**src/rtl/dmem_arbiter_if.sv**
```systemverilog
// Bundle shared by the data-RAM arbiter, its two requesters and the RAM.
// The arbiter takes the slave view; requesters and RAM together form the master view.
interface dmem_arbiter_if #(
  parameter int ADDR_W = 16,
  parameter int DATA_W = 32
);
  logic              cpu_req;
  logic              cpu_we;
  logic [ADDR_W-1:0] cpu_addr;
  logic [DATA_W-1:0] cpu_wdata;
  logic [DATA_W-1:0] cpu_rdata;
  logic              cpu_ack;
  logic              cpu_stall;
  logic              aud_req;
  logic [ADDR_W-1:0] aud_addr;
  logic [DATA_W-1:0] aud_rdata;
  logic              aud_ack;
  logic [ADDR_W-1:0] ram_addr;
  logic [DATA_W-1:0] ram_wdata;
  logic              ram_wren;
  logic [DATA_W-1:0] ram_q;

  modport slave (
    input  cpu_req, cpu_we, cpu_addr, cpu_wdata, aud_req, aud_addr, ram_q,
    output cpu_rdata, cpu_ack, cpu_stall, aud_rdata, aud_ack, ram_addr, ram_wdata, ram_wren
  );

  modport master (
    output cpu_req, cpu_we, cpu_addr, cpu_wdata, aud_req, aud_addr, ram_q,
    input  cpu_rdata, cpu_ack, cpu_stall, aud_rdata, aud_ack, ram_addr, ram_wdata, ram_wren
  );
endinterface

```
**src/rtl/dmem_arbiter.sv**
```systemverilog
// Shares the single-port data RAM between the CPU MEM stage and the audio fetcher: 3 cycles req->ack,
// one access per 3 cycles, losers stay pending and the CPU stalls until ack; ARB_ROUND_ROBIN_EN alternates priority.
module dmem_arbiter #(
  parameter int ADDR_W = 16,
  parameter int DATA_W = 32
) (
  input  logic          clk,
  input  logic          rst,
  dmem_arbiter_if.slave bus
);

  typedef enum logic [1:0] {IDLE = 2'd0, ACC = 2'd1, RESP = 2'd2} state_t;
  localparam logic GNT_CPU = 1'b0;
  localparam logic GNT_AUD = 1'b1;

  state_t            state, state_nxt;
  logic              gnt, gnt_nxt, take, prefer_aud;
  logic              cpu_elig, aud_elig;
  logic              we_q;
  logic [ADDR_W-1:0] addr_q;
  logic [DATA_W-1:0] wdata_q, cpu_rdata_q, aud_rdata_q;
  logic              cpu_ack_q, aud_ack_q;

  // Masking a port in its own ack cycle keeps a still-held request from re-issuing.
  assign cpu_elig = bus.cpu_req & ~cpu_ack_q;
  assign aud_elig = bus.aud_req & ~aud_ack_q;

`ifdef ARB_ROUND_ROBIN_EN
  logic last_gnt;
  always_ff @(posedge clk or negedge rst) begin
    if (!rst)      last_gnt <= GNT_CPU;
    else if (take) last_gnt <= gnt_nxt;
  end
  assign prefer_aud = (last_gnt == GNT_CPU);
`else
  assign prefer_aud = 1'b0;
`endif

  always_ff @(posedge clk or negedge rst) begin
    if (!rst) state <= IDLE;
    else      state <= state_nxt;
  end

  always_comb begin
    state_nxt = state;
    gnt_nxt   = gnt;
    take      = 1'b0;
    case (state)
      IDLE: begin
        if (cpu_elig || aud_elig) begin
          take      = 1'b1;
          state_nxt = ACC;
          gnt_nxt   = (aud_elig && (!cpu_elig || prefer_aud)) ? GNT_AUD : GNT_CPU;
        end
      end
      ACC:     state_nxt = RESP;
      RESP:    state_nxt = IDLE;
      default: state_nxt = IDLE;
    endcase
  end

  always_ff @(posedge clk or negedge rst) begin
    if (!rst) begin
      gnt     <= GNT_CPU;
      we_q    <= 1'b0;
      addr_q  <= '0;
      wdata_q <= '0;
    end else if (take) begin
      gnt <= gnt_nxt;
      if (gnt_nxt == GNT_CPU) begin
        addr_q  <= bus.cpu_addr;
        we_q    <= bus.cpu_we;
        wdata_q <= bus.cpu_wdata;
      end else begin
        addr_q <= bus.aud_addr;
        we_q   <= 1'b0;
      end
    end
  end

  // ram_q reflects the address driven during ACC, so it is valid in RESP.
  always_ff @(posedge clk or negedge rst) begin
    if (!rst) begin
      cpu_ack_q   <= 1'b0;
      aud_ack_q   <= 1'b0;
      cpu_rdata_q <= '0;
      aud_rdata_q <= '0;
    end else begin
      cpu_ack_q <= (state == RESP) && (gnt == GNT_CPU);
      aud_ack_q <= (state == RESP) && (gnt == GNT_AUD);
      if ((state == RESP) && !we_q) begin
        if (gnt == GNT_CPU) cpu_rdata_q <= bus.ram_q;
        else                aud_rdata_q <= bus.ram_q;
      end
    end
  end

  assign bus.ram_addr  = addr_q;
  assign bus.ram_wdata = wdata_q;
  assign bus.ram_wren  = (state == ACC) && we_q && (gnt == GNT_CPU);
  assign bus.cpu_rdata = cpu_rdata_q;
  assign bus.aud_rdata = aud_rdata_q;
  assign bus.cpu_ack   = cpu_ack_q;
  assign bus.aud_ack   = aud_ack_q;
  assign bus.cpu_stall = bus.cpu_req & ~cpu_ack_q;

endmodule
```
**src/flat_wrapper.sv**
```systemverilog
// flat-port wrapper written by rule: the top's interface ports become plain ports
module dmem_arbiter_flat 
#(
  parameter int ADDR_W = 16,
  parameter int DATA_W = 32
)
  (clk, rst, bus_cpu_req, bus_cpu_we, bus_cpu_addr, bus_cpu_wdata, bus_aud_req, bus_aud_addr, bus_ram_q, bus_cpu_rdata, bus_cpu_ack, bus_cpu_stall, bus_aud_rdata, bus_aud_ack, bus_ram_addr, bus_ram_wdata, bus_ram_wren);
  dmem_arbiter_if #(.ADDR_W(ADDR_W), .DATA_W(DATA_W)) bus_i ();
  input  logic clk;
  input  logic rst;
  input wire logic [$bits(bus_i.cpu_req)-1:0] bus_cpu_req;
  input wire logic [$bits(bus_i.cpu_we)-1:0] bus_cpu_we;
  input wire logic [$bits(bus_i.cpu_addr)-1:0] bus_cpu_addr;
  input wire logic [$bits(bus_i.cpu_wdata)-1:0] bus_cpu_wdata;
  input wire logic [$bits(bus_i.aud_req)-1:0] bus_aud_req;
  input wire logic [$bits(bus_i.aud_addr)-1:0] bus_aud_addr;
  input wire logic [$bits(bus_i.ram_q)-1:0] bus_ram_q;
  output wire logic [$bits(bus_i.cpu_rdata)-1:0] bus_cpu_rdata;
  output wire logic [$bits(bus_i.cpu_ack)-1:0] bus_cpu_ack;
  output wire logic [$bits(bus_i.cpu_stall)-1:0] bus_cpu_stall;
  output wire logic [$bits(bus_i.aud_rdata)-1:0] bus_aud_rdata;
  output wire logic [$bits(bus_i.aud_ack)-1:0] bus_aud_ack;
  output wire logic [$bits(bus_i.ram_addr)-1:0] bus_ram_addr;
  output wire logic [$bits(bus_i.ram_wdata)-1:0] bus_ram_wdata;
  output wire logic [$bits(bus_i.ram_wren)-1:0] bus_ram_wren;
  assign bus_i.cpu_req = bus_cpu_req;
  assign bus_i.cpu_we = bus_cpu_we;
  assign bus_i.cpu_addr = bus_cpu_addr;
  assign bus_i.cpu_wdata = bus_cpu_wdata;
  assign bus_i.aud_req = bus_aud_req;
  assign bus_i.aud_addr = bus_aud_addr;
  assign bus_i.ram_q = bus_ram_q;
  assign bus_cpu_rdata = bus_i.cpu_rdata;
  assign bus_cpu_ack = bus_i.cpu_ack;
  assign bus_cpu_stall = bus_i.cpu_stall;
  assign bus_aud_rdata = bus_i.aud_rdata;
  assign bus_aud_ack = bus_i.aud_ack;
  assign bus_ram_addr = bus_i.ram_addr;
  assign bus_ram_wdata = bus_i.ram_wdata;
  assign bus_ram_wren = bus_i.ram_wren;
  dmem_arbiter #(.ADDR_W(ADDR_W), .DATA_W(DATA_W)) u_core (.clk(clk), .rst(rst), .bus(bus_i));
endmodule
```
**config.mk**
```make
export PLATFORM = sky130hd
export DESIGN_NAME = dmem_arbiter_flat
export DESIGN_NICKNAME = d
export VERILOG_FILES = /design/src/rtl/dmem_arbiter_if.sv /design/src/rtl/dmem_arbiter.sv /design/src/flat_wrapper.sv
export SDC_FILE = /design/constraint.sdc
export NUM_CORES = 1
export LEC_CHECK = 0
export ABC_AREA = 1
export CAP_MARGIN = 20
export CORE_MARGIN = 2
export CORE_UTILIZATION = 42
export DETAILED_ROUTE_END_ITERATION = 7
export PLACE_DENSITY = 0.82
export SYNTH_ARGS = -nofsm -noshare
export SYNTH_HDL_FRONTEND = slang
export SYNTH_SLANG_ARGS = --single-unit
```
**constraint.sdc**
```tcl
create_clock -name clk -period 1.5 [get_ports clk]
set_clock_uncertainty 0.05 [all_clocks]
set_input_delay 0.225 -clock clk [delete_from_list [all_inputs] [get_ports clk]]
set_output_delay 0.225 -clock clk [all_outputs]
set_load 0.01 [all_outputs]
```
# == Word-level counts from Yosys, hierarchy flattened ==
# Cells that the tools add are included.
# Widths: inputs -> output; s select.
# classes
bitwise,6
muxes,9
n_eq_ne,3
reduce_logical,13
# ops
cell,count
$mux 16,1
$logic_and 1x1->1,6
$mux 1,6
$reduce_and 2->1,3
$not 1->1,4
$pmux 2 s2,1
$and 1x1->1,2
$eq 2x1->1 const B,1
$eq 2x2->1 const B,1
$logic_not 1->1,2
$logic_not 2->1,1
$mux 2,1
$ne 2x1->1 const B,1
$logic_or 1x1->1,1
# totals
word_cells,40
in_bits,101
out_inout_bits,116
regBits,118

# == Longest topological paths before layout ==
# logic_depth
word_depth,9
depth_mapped,9

# == Least setup slack after synthesis ==
# No wires, ideal clock.
# synth_path
path_type,register to register
start,register u_core.cpu_ack_q (netlist: u_core.bus.cpu_ack)
end,register u_core.addr_q[10] (netlist: u_core.bus.ram_addr[10])
slack_ns,0.171
t_arrival_ns,1.163
setup_ns,0.116
synth_period_minus_slack_ns,1.329
path_buffers,2
stages_incl_launch_ff,9
cell_sequence,dfrtp_1 -> nor2_2 -> buf_4 -> a21oi_2 -> nand2_2 -> buf_6 -> nand3_1 -> nand2_1 -> nand2_1
# synth_between
elab_chain_len,8
elab_cells_between_ends,11
# synth_rtl
element,line,rtl
from (decl),dmem_arbiter.sv:22,"logic cpu_ack_q, aud_ack_q;"
from (signal assigned),dmem_arbiter.sv:89,cpu_ack_q <= (state == RESP) && (gnt == GNT_CPU);
$not 1->1 *,dmem_arbiter.sv:25,assign cpu_elig = bus.cpu_req & ~cpu_ack_q;
$and 1x1->1 *,dmem_arbiter.sv:25,
$logic_not 1->1,dmem_arbiter.sv:53,gnt_nxt = (aud_elig && (!cpu_elig || prefer_aud)) ? GNT_AUD : GNT_CPU;
$logic_and 1x1->1,dmem_arbiter.sv:53,
$mux 1,dmem_arbiter.sv:53,
$mux 1,dmem_arbiter.sv:50,if (cpu_elig || aud_elig) begin
$mux 1,dmem_arbiter.sv:48,case (state)
$mux 16,dmem_arbiter.sv:70,if (gnt_nxt == GNT_CPU) begin
to (signal assigned),dmem_arbiter.sv:71,addr_q <= bus.cpu_addr;
to (signal assigned),dmem_arbiter.sv:75,addr_q <= bus.aud_addr;
to (decl),dmem_arbiter.sv:20,logic [ADDR_W-1:0] addr_q;
# Mark *: on every way between the ends. The rest lies on a longest branch, timed or not.
# A chain may end at the register's enable or synchronous reset.

# == Worst setup path after layout ==
# layout_path
start,register u_core.state[1]
end,output port bus_ram_wren
# layout_between
elab_chain_len,3
# layout_rtl
element,line,rtl
from (decl),dmem_arbiter.sv:16,"state_t state, state_nxt;"
from (signal assigned),dmem_arbiter.sv:41,else state <= state_nxt;
$eq 2x1->1,dmem_arbiter.sv:100,assign bus.ram_wren = (state == ACC) && we_q && (gnt == GNT_CPU);
$logic_and 1x1->1 (2 in a row),dmem_arbiter.sv:100,
to (decl),flat_wrapper.sv:25,output wire logic [$bits(bus_i.ram_wren)-1:0] bus_ram_wren;
# Every way passes these cells.

==> metrics.cfg <==
[outcome]
status = finished, violations left
violations = DRC

[global_routing]
grt_max_degree = 42
antenna_found_initial = 0
grt_pass1_vias = 4249
grtUsageTotal_pct = 21.1
grt_overflow = 0
grt_pass1_wl_mm = 21.1

[routing]
firstDrtPassIters = 8
via_per_inst = 4.75
dr_wl_met3_mm = 1.11
postRouteAntennaNets = 0
met1_length_mm = 5.27
drt_iter0_markers = 220
routed-wl-met2_mm = 6.81
top_layer_used = met4
vias = 4126
drt_wl_total_mm = 13.4
post-route-drc-count = 19
wire_per_inst_um = 15.4

[worst_hold_path]
min_path_type = in2async

[logic_synthesis]
synth.net_count = 575
ys_warn_count = 0
yosysSeqAreaShare_pct = 59.0
ys_ff_latch = 118
synth.distinct_cells = 21
syn_avg_cell_area_um2 = 10.6
synth-edff-count = 0
ys.flop_type = dfrtp_1
synth_cells = 474
ys_async_sr_fraction_pct = 100
synth_area_um2 = 5000

[sta]
finalSetupViolCount = 0
finalHoldViolations = 0
rsz0062_at_grt = true
fmax_ghz = 0.672
timing.slew.headroom_pct = 75.2
period_minus_slack_ns = 1.49
slew_viol_final = 0
post-route-period-util_pct = 99.2
worst_slew_pin_slew_ns = 0.372
fin_hold_ws_ns = 0.233

[pwr]
p_leak_nw = 4.07
power_mw = 17.4
vdd_drop_max_v = 0.00116
p_per_area_nw_per_um2 = 2190

[cells_and_area]
fin_cells = 868
drive_above_1_share_pct = 20.1
ff_latch_area_um2 = 2950
final_nets = 813
diodes = 0
synthToLayoutAreaGrowth_pct = 59.4
final_util_pct = 69.2
finalInstanceArea_um2 = 7970
multi_input_area_um2 = 1630
fillCellCount = 902

[setup_path]
worst-path-buf-inv = 1
critPathCaptureType = output port
crit_start = u_core.state[1]
cp.depth = 2
slowest_stage = dfrtp_1
required_ns = 1.22
path_cells = nor4_2, buf_2
endpoint = bus_ram_wren
rr_endpoint = u_core.bus.ram_addr[1]
worstReg2RegStart = u_core.bus.cpu_ack
path_max_fanout = 2
start_kind = flip-flop
cp_data_arrival_time_ns = 1.21
crit_type = reg2out
worst_r2r_path_depth = 9
ff2ff_setup_slack_ns = 0.04
max_stage_delay_ns = 0.39
path_delay_family = flip-flops

[cts]
cts_buffer_depth = 2
clkLatencyLatePin_ns = 0.40
numClockSinks = 118
cts_tree = built
cts_max_level = 4
root_buffer = clkbuf_16
cts_buffers = 17
clkSlewWorstSetupHoldPaths_ns = 0.05

[floorplanning]
start_util_pct = 43.4
rows = 39
die_w_um = 113
ios = 217
fp.dieArea_um2 = 12800
core_um2 = 11500
die_h_um = 113

[placed_design]
dp_cells = 831
place_congestion = 0.782
postPlaceCellArea_um2 = 7390
hpwl_mm = 9.56
port-buffer-count = 216

[job]
max_cap_viol_count = 0

report_power, final:
part           switching, mW  internal [mW]  leakage [nW]
Clock                   1.36           3.11         0.327
Sequential             0.806           4.78          1.43
Combinational           3.78           3.59          2.31
cells in the mapped netlist (3+ instances only):
cell,number,area share (%)
a21oi_1,16,1.6
buf_2,5,0.50
buf_6,17,3.8
dfrtp_1,118,59
inv_1,55,4.1
mux2_1,3,0.68
mux2_2,29,6.5
nand2_1,115,8.6
nand2_2,3,0.38
nand3_1,17,1.7
nor2_1,17,1.3
nor2_2,3,0.38
o21ai_1,24,2.4
o21ai_2,41,7.2
final cells by class:
| type | count | area share, % |
|---|---|---|
| repair buffers | 243 | 29.4 |
| well taps | 143 | 2.24 |
| inverters | 57 | 2.68 |
| flip-flops and latches | 118 | 37.1 |
| clock inverters | 9 | 2.13 |
| multi-input cells | 275 | 20.4 |
| clock buffers | 23 | 6.12 |
per-stage QoR:
stage          worst slack (ns)  TNS, ns
2_1_floorplan             0.171        0
3_3_place_gp             -0.326   -12.27
3_5_place_dp             -0.308   -10.87
4_1_cts                 -0.0335  -0.0335
5_1_grt                 -0.0738   -0.248
6_report                 0.0114        0
per-layer routing:
metal | track usage (%) | up-vias
met5 | 0 | -
met1 | 24.4 | 1936
met4 | 7.97 | 0
met2 | 36.8 | 185
met3 | 6.64 | 17
li1 | - | 1988
sequential cells by signal, indices dropped and copies added (netlist names):
register / cells
u_core.bus.aud_rdata: 32
u_core.gnt: 1
u_core.bus.ram_addr: 16
u_core.bus.cpu_rdata: 32
u_core.bus.aud_ack: 1
u_core.state: 2
u_core.we_q: 1
u_core.bus.cpu_ack: 1
u_core.bus.ram_wdata: 32
worst min path at each step:
| stage | endpoint | startpoint | cells past startpoint | slack, ns |
|---|---|---|---|---|
| 2_1_floorplan | u_core.bus.aud_ack | rst | 0 | -0.12 |
| 3_3_place_gp | u_core.bus.ram_wdata[12] | rst | 1 | 0.12 |
| 3_5_place_dp | u_core.bus.ram_wdata[12] | rst | 1 | 0.12 |
| 4_1_cts | u_core.bus.ram_addr[3] | rst | 2 | 0.24 |
| 5_1_grt | u_core.bus.ram_addr[2] | rst | 2 | 0.25 |
| 6_report | u_core.bus.ram_addr[2] | rst | 2 | 0.23 |
worst register-to-register path, cell delays in order (launching register included):
cell	delay, ns
dfrtp_2	0.43
nor2_4	0.13
buf_4	0.14
inv_1	0.05
nand2_1	0.08
nand2_2	0.09
buf_4	0.18
nor2_1	0.11
nand2_1	0.08
nand2_1	0.06
cell families after synthesis:
kind of cell	after synthesis	synth area share, %
and+or+nand+nor	160	13.4
DFF	118	59.0
AOI/OAI and AO/OA	83	11.5
buffers and inverters	81	8.91
muxes	32	7.21
what timing repair did:
action / CTS / global route
endpoints found under the hold margin: 21 / 0
hold buffers: 1 / 0
setup endpoints to repair: 132 / 33
resized for setup: 125 / 11
pin swaps: 2 / 0
setup buffers: 2 / 2
layout by cell type (no fill, tap or decap), types with 2 or more instances in the layout:
cell             instances
clkbuf_16               17
nor2_1                  16
a21oi_1                 16
o21ai_1                 24
nor2_4                   4
o21ai_2                 41
mux2_2                  29
clkinv_2                 4
dlygate4sd2_1          113
dfrtp_1                117
clkdlybuf4s50_1         99
inv_2                    2
buf_12                   9
clkbuf_1                 2
buf_2                    2
nor2_2                   2
mux2_1                   3
nand2_1                115
bufinv_16                5
buf_4                   15
nand3_1                 17
buf_8                    2
nand2_4                  3
clkbuf_8                 4
nand2_2                  2
inv_1                   55
(Power assumes the default switching activity.)
